**src/rtl/rr_req_gnt_arbiter.sv**
```systemverilog
// Round-robin req/gnt arbiter with registered one-hot grant and a bounded tenure under contention.
// Every ownership change passes through a one-cycle gap with gnt low.
module rr_req_gnt_arbiter #(
  parameter int N_REQ    = 4,
  parameter int MAX_HOLD = 8,
  parameter int ID_W     = $clog2(N_REQ)
) (
  input  logic             clk,
  input  logic             rst,
  input  logic [N_REQ-1:0] req,
  output logic [N_REQ-1:0] gnt,
  output logic [ID_W-1:0]  gnt_id,
  output logic             busy,
  output logic             preempt
);

  localparam logic [1:0] IDLE  = 2'd0;
  localparam logic [1:0] GRANT = 2'd1;
  localparam logic [1:0] GAP   = 2'd2;

  localparam int CNT_W = $clog2(MAX_HOLD);
  localparam logic [CNT_W-1:0] HOLD_LAST = CNT_W'(MAX_HOLD - 1);
  localparam logic [N_REQ-1:0] ONE       = {{(N_REQ-1){1'b0}}, 1'b1};

  logic [1:0]       state;
  logic [CNT_W-1:0] hold_cnt;
  logic [ID_W-1:0]  last;

  logic             win_found;
  logic [ID_W-1:0]  win_id;
  logic             owner_req;
  logic             others_wait;

  // Rotating search starting just after the previous winner.
  always_comb begin
    int unsigned idx;
    logic [ID_W-1:0] cand;
    win_found = 1'b0;
    win_id    = '0;
    idx       = 0;
    cand      = '0;
    for (int unsigned k = 1; k <= N_REQ; k++) begin
      idx  = (32'(last) + k) % N_REQ;
      cand = ID_W'(idx);
      if (!win_found && req[cand]) begin
        win_found = 1'b1;
        win_id    = cand;
      end
    end
  end

  always_comb begin
    owner_req   = req[gnt_id];
    others_wait = |(req & ~gnt);
  end

  always_ff @(posedge clk or posedge rst) begin
    if (rst) begin
      state    <= IDLE;
      gnt      <= '0;
      gnt_id   <= '0;
      busy     <= 1'b0;
      preempt  <= 1'b0;
      hold_cnt <= '0;
      last     <= ID_W'(N_REQ - 1);
    end else begin
      case (state)
        GRANT: begin
          if (!owner_req) begin
            // Release takes priority over a preemption due on the same edge.
            state   <= GAP;
            gnt     <= '0;
            busy    <= 1'b0;
            preempt <= 1'b0;
          end else if (hold_cnt == HOLD_LAST && others_wait) begin
            state   <= GAP;
            gnt     <= '0;
            busy    <= 1'b0;
            preempt <= 1'b1;
          end else begin
            preempt <= 1'b0;
            if (hold_cnt != HOLD_LAST) begin
              hold_cnt <= hold_cnt + CNT_W'(1);
            end
          end
        end
        default: begin
          preempt <= 1'b0;
          if (win_found) begin
            state    <= GRANT;
            gnt      <= ONE << win_id;
            gnt_id   <= win_id;
            busy     <= 1'b1;
            last     <= win_id;
            hold_cnt <= '0;
          end else begin
            state <= IDLE;
            gnt   <= '0;
            busy  <= 1'b0;
          end
        end
      endcase
    end
  end

endmodule

```
**config.mk**
```make
export PLATFORM = sky130hd
export DESIGN_NAME = rr_req_gnt_arbiter
export DESIGN_NICKNAME = d
export VERILOG_FILES = /design/src/rtl/rr_req_gnt_arbiter.sv
export SDC_FILE = /design/constraint.sdc
export NUM_CORES = 1
export LEC_CHECK = 0
export CORE_MARGIN = 1.5
export CORE_UTILIZATION = 30
export DETAILED_ROUTE_END_ITERATION = 10
export PLACE_DENSITY_LB_ADDON = 0.08
export SLEW_MARGIN = 5
export SYNTH_ARGS = -nofsm -noshare
export SYNTH_HDL_FRONTEND = slang
export SYNTH_SLANG_ARGS = --single-unit
```
**constraint.sdc**
```tcl
create_clock -name clk -period 3.5 [get_ports clk]
set_input_delay 0.35 -clock clk [delete_from_list [all_inputs] [get_ports clk]]
set_output_delay 0.35 -clock clk [all_outputs]
set_load 0.01 [all_outputs]
```
==> results.cfg <==
[detailed_routing]
finalWirelength_um = 1570
drtIter0Drc = 9
vias = 559
first_pass_iters = 3
drc = 0
viasPerCell = 4.90
detail-route-antenna-nets = 0
avgRoutedWirePerCell_um = 13.7

[grt]
grt_max_degree = 15
gr-total-overflow = 0
grt_pass1_vias = 532
antenna_found_initial = 0
grt_pass1_wl_um = 2530
grt_usage = 0.128

[finish]
final_nets = 93
antenna_cells = 0
n_fill_cell = 256
multiInputGateArea_um2 = 410
syn_to_final_growth_pct = 24.7
drive_above_1_share = 0.179
ff_latch_area_um2 = 353

[logic_synthesis]
ys_top_cells_by_area = dfrtp_1, o41ai_4, dfstp_2, mux2i_1, nor2b_4
synth_top_area_share = 0.382
synthCells = 67
synth_cell_types = 30
ys_seq_area_frac = 0.449
syn_area_um2 = 786
syn-num-nets = 75
ys_ff_latch = 14
yosysWarnings = 0
synth.largest_area_cell = dfrtp_1
avgSynthCellArea_um2 = 11.7

[sta]
max_slew_margin = 0.638
skew_ns = 0.0102
max_freq_ghz = 0.574
tns_ns = 0
tightest_slew_ns = 0.542
min_period_ns = 1.74
fin_crit_sh = 0.497
drv_slew = 0
setup_violations = 0
rsz0062_at_grt = no
whs_ns = 0.406
final_hold_viol_count = 0

[cts]
cts_setup_buffers = 0
cts_buffers = 3
cts_max_level = 1
post_cts_resized = 0
clkTransAtPathRegs_ns = 0.09
clock_path_buffers = 2
clk_latency_ns = 0.28
tritoncts = done
cts_root_buffer = clkbuf_4
cts.sinks = 14
cts_hold_buf = 0

[pwr]
vdd.ir_drop.worst_uv = 342
p_leak_uw = 0.000440
power_density_mw_per_mm2 = 791

[setup_path]
worstPathMaxFanout = 8
worstPathArrival_ns = 1.93
required_ns = 3.69
crit_path_end_kind = register
critical_path_class = in -> reg
cp-start-kind = primary input

[floorplan]
dieWidth_um = 54.2
rows = 18
die_h_um = 54.2
die-area_mm2 = 0.00293
io_pins = 14
core_mm2 = 0.00248
start_util = 0.317

[flow_run]
drv_cap = 0

[placed_design]
post-dp-hpwl_um = 1210
place_congestion = 0.752
portBuffers = 13

[worst_hold_path]
hold_path.class = in -> async

[outcome]
run_status = completed
[registers in the layout, indices dropped and copies added, names as in the netlist]
signal,flops
gnt_id,2
gnt,4
hold_cnt,3
preempt,1
state,2
last,2
[area by class of cell]
cell class | instances | share of cell area
multi-input cells | 47 | 0.419
flip-flops and latches | 14 | 0.360
repair buffers | 13 | 0.133
well taps | 30 | 0.0383
clock buffers | 4 | 0.0268
inverters | 6 | 0.0230
[cells by family (layout without fill, tap and decap cells)]
kind of cell,Yosys count,count (layout),synth area share
simple gates,23,23,0.178
compound gates,17,17,0.247
flops,14,14,0.449
buf+inv,6,23,0.0287
mux,5,5,0.0653
fa+ha+maj,2,2,0.0318
[critical path, stage by stage]
cell             delay (ns)
clkdlybuf4s50_1        0.59
nor2b_4                0.23
o41ai_4                0.35
nor2b_4                0.26
o2bb2ai_1              0.14
[path summary, 6_finish.rpt]
kind                                          from                       to  slack [ns]  depth (start not counted)
max                                         req[1]       gnt[2]$_DFFE_PP0P_        1.76                          5
min                                            rst    gnt_id[0]$_DFFE_PP0P_        0.41                          2
max reg2reg                  gnt_id[1]$_DFFE_PP0P_       gnt[3]$_DFFE_PP0P_        2.00                          4
min reg2reg                hold_cnt[0]$_DFFE_PP0P_  hold_cnt[0]$_DFFE_PP0P_        0.50                          1
max in group asynchronous                      rst      last[1]$_DFFE_PP1P_        2.71                          2
min in group clk           hold_cnt[0]$_DFFE_PP0P_  hold_cnt[0]$_DFFE_PP0P_        0.50                          1
[stage by stage]
stage	setup WS (ns)	power (uW)	cells	area [um2]	util
after floorplan	2.08	549	67	786	-
after global placement	1.46	697	110	953	0.385
after detailed placement	1.48	691	110	953	0.385
after CTS	1.77	789	114	980	0.395
after global routing	1.67	839	114	980	0.395
final	1.76	775	114	980	0.395
[per-layer routing]
layer	wire length [um]	track usage
met1	780	0.171
met2	731	0.187
met3	42	0.0278
met4	12	0.0750
met5	0	0
[synthesized netlist by cell type]
master,instances
nand2b_1,3
inv_1,5
a211o_1,1
a21o_1,2
nor2b_4,2
or2_1,1
nand3b_1,1
o221ai_1,1
a221oi_2,1
mux2i_1,4
o21a_1,2
dfrtp_1,12
o2bb2ai_1,2
o41ai_4,2
a2bb2oi_2,1
nor2_2,1
nand2_1,3
o32ai_1,1
a32o_2,1
mux2_2,1
dfstp_2,2
inv_2,1
nor3b_1,2
nor2b_1,3
and3_1,1
a22o_1,1
nor2_1,6
a21boi_1,1
a21boi_0,1
ha_1,2
[placed cells by master (no fill, tap or decap), drive strengths merged]
cell type,count
nand2b,3
o221ai,1
o32ai,1
clkbuf,4
a22o,1
a2bb2oi,1
nor2b,5
a221oi,1
nand3b,1
a32o,1
nand2,3
a211o,1
nor2,7
and3,1
mux2,1
o2bb2ai,2
o21a,2
or2,1
dfrtp,12
mux2i,4
inv,6
nor3b,2
o41ai,2
ha,2
clkdlybuf4s50,13
dfstp,2
a21boi,2
a21o,2
[where the power goes]
part | internal [uW] | leakage, uW | total (uW) | switching, uW
Sequential | 236 | 0.000175 | 294 | 58.3
Clock | 44.1 | 0.0000150 | 95.1 | 50.9
Combinational | 203 | 0.000250 | 386 | 183
Total | 483 | 0.000440 | 775 | 292
Power figures use the tool's default switching activity.
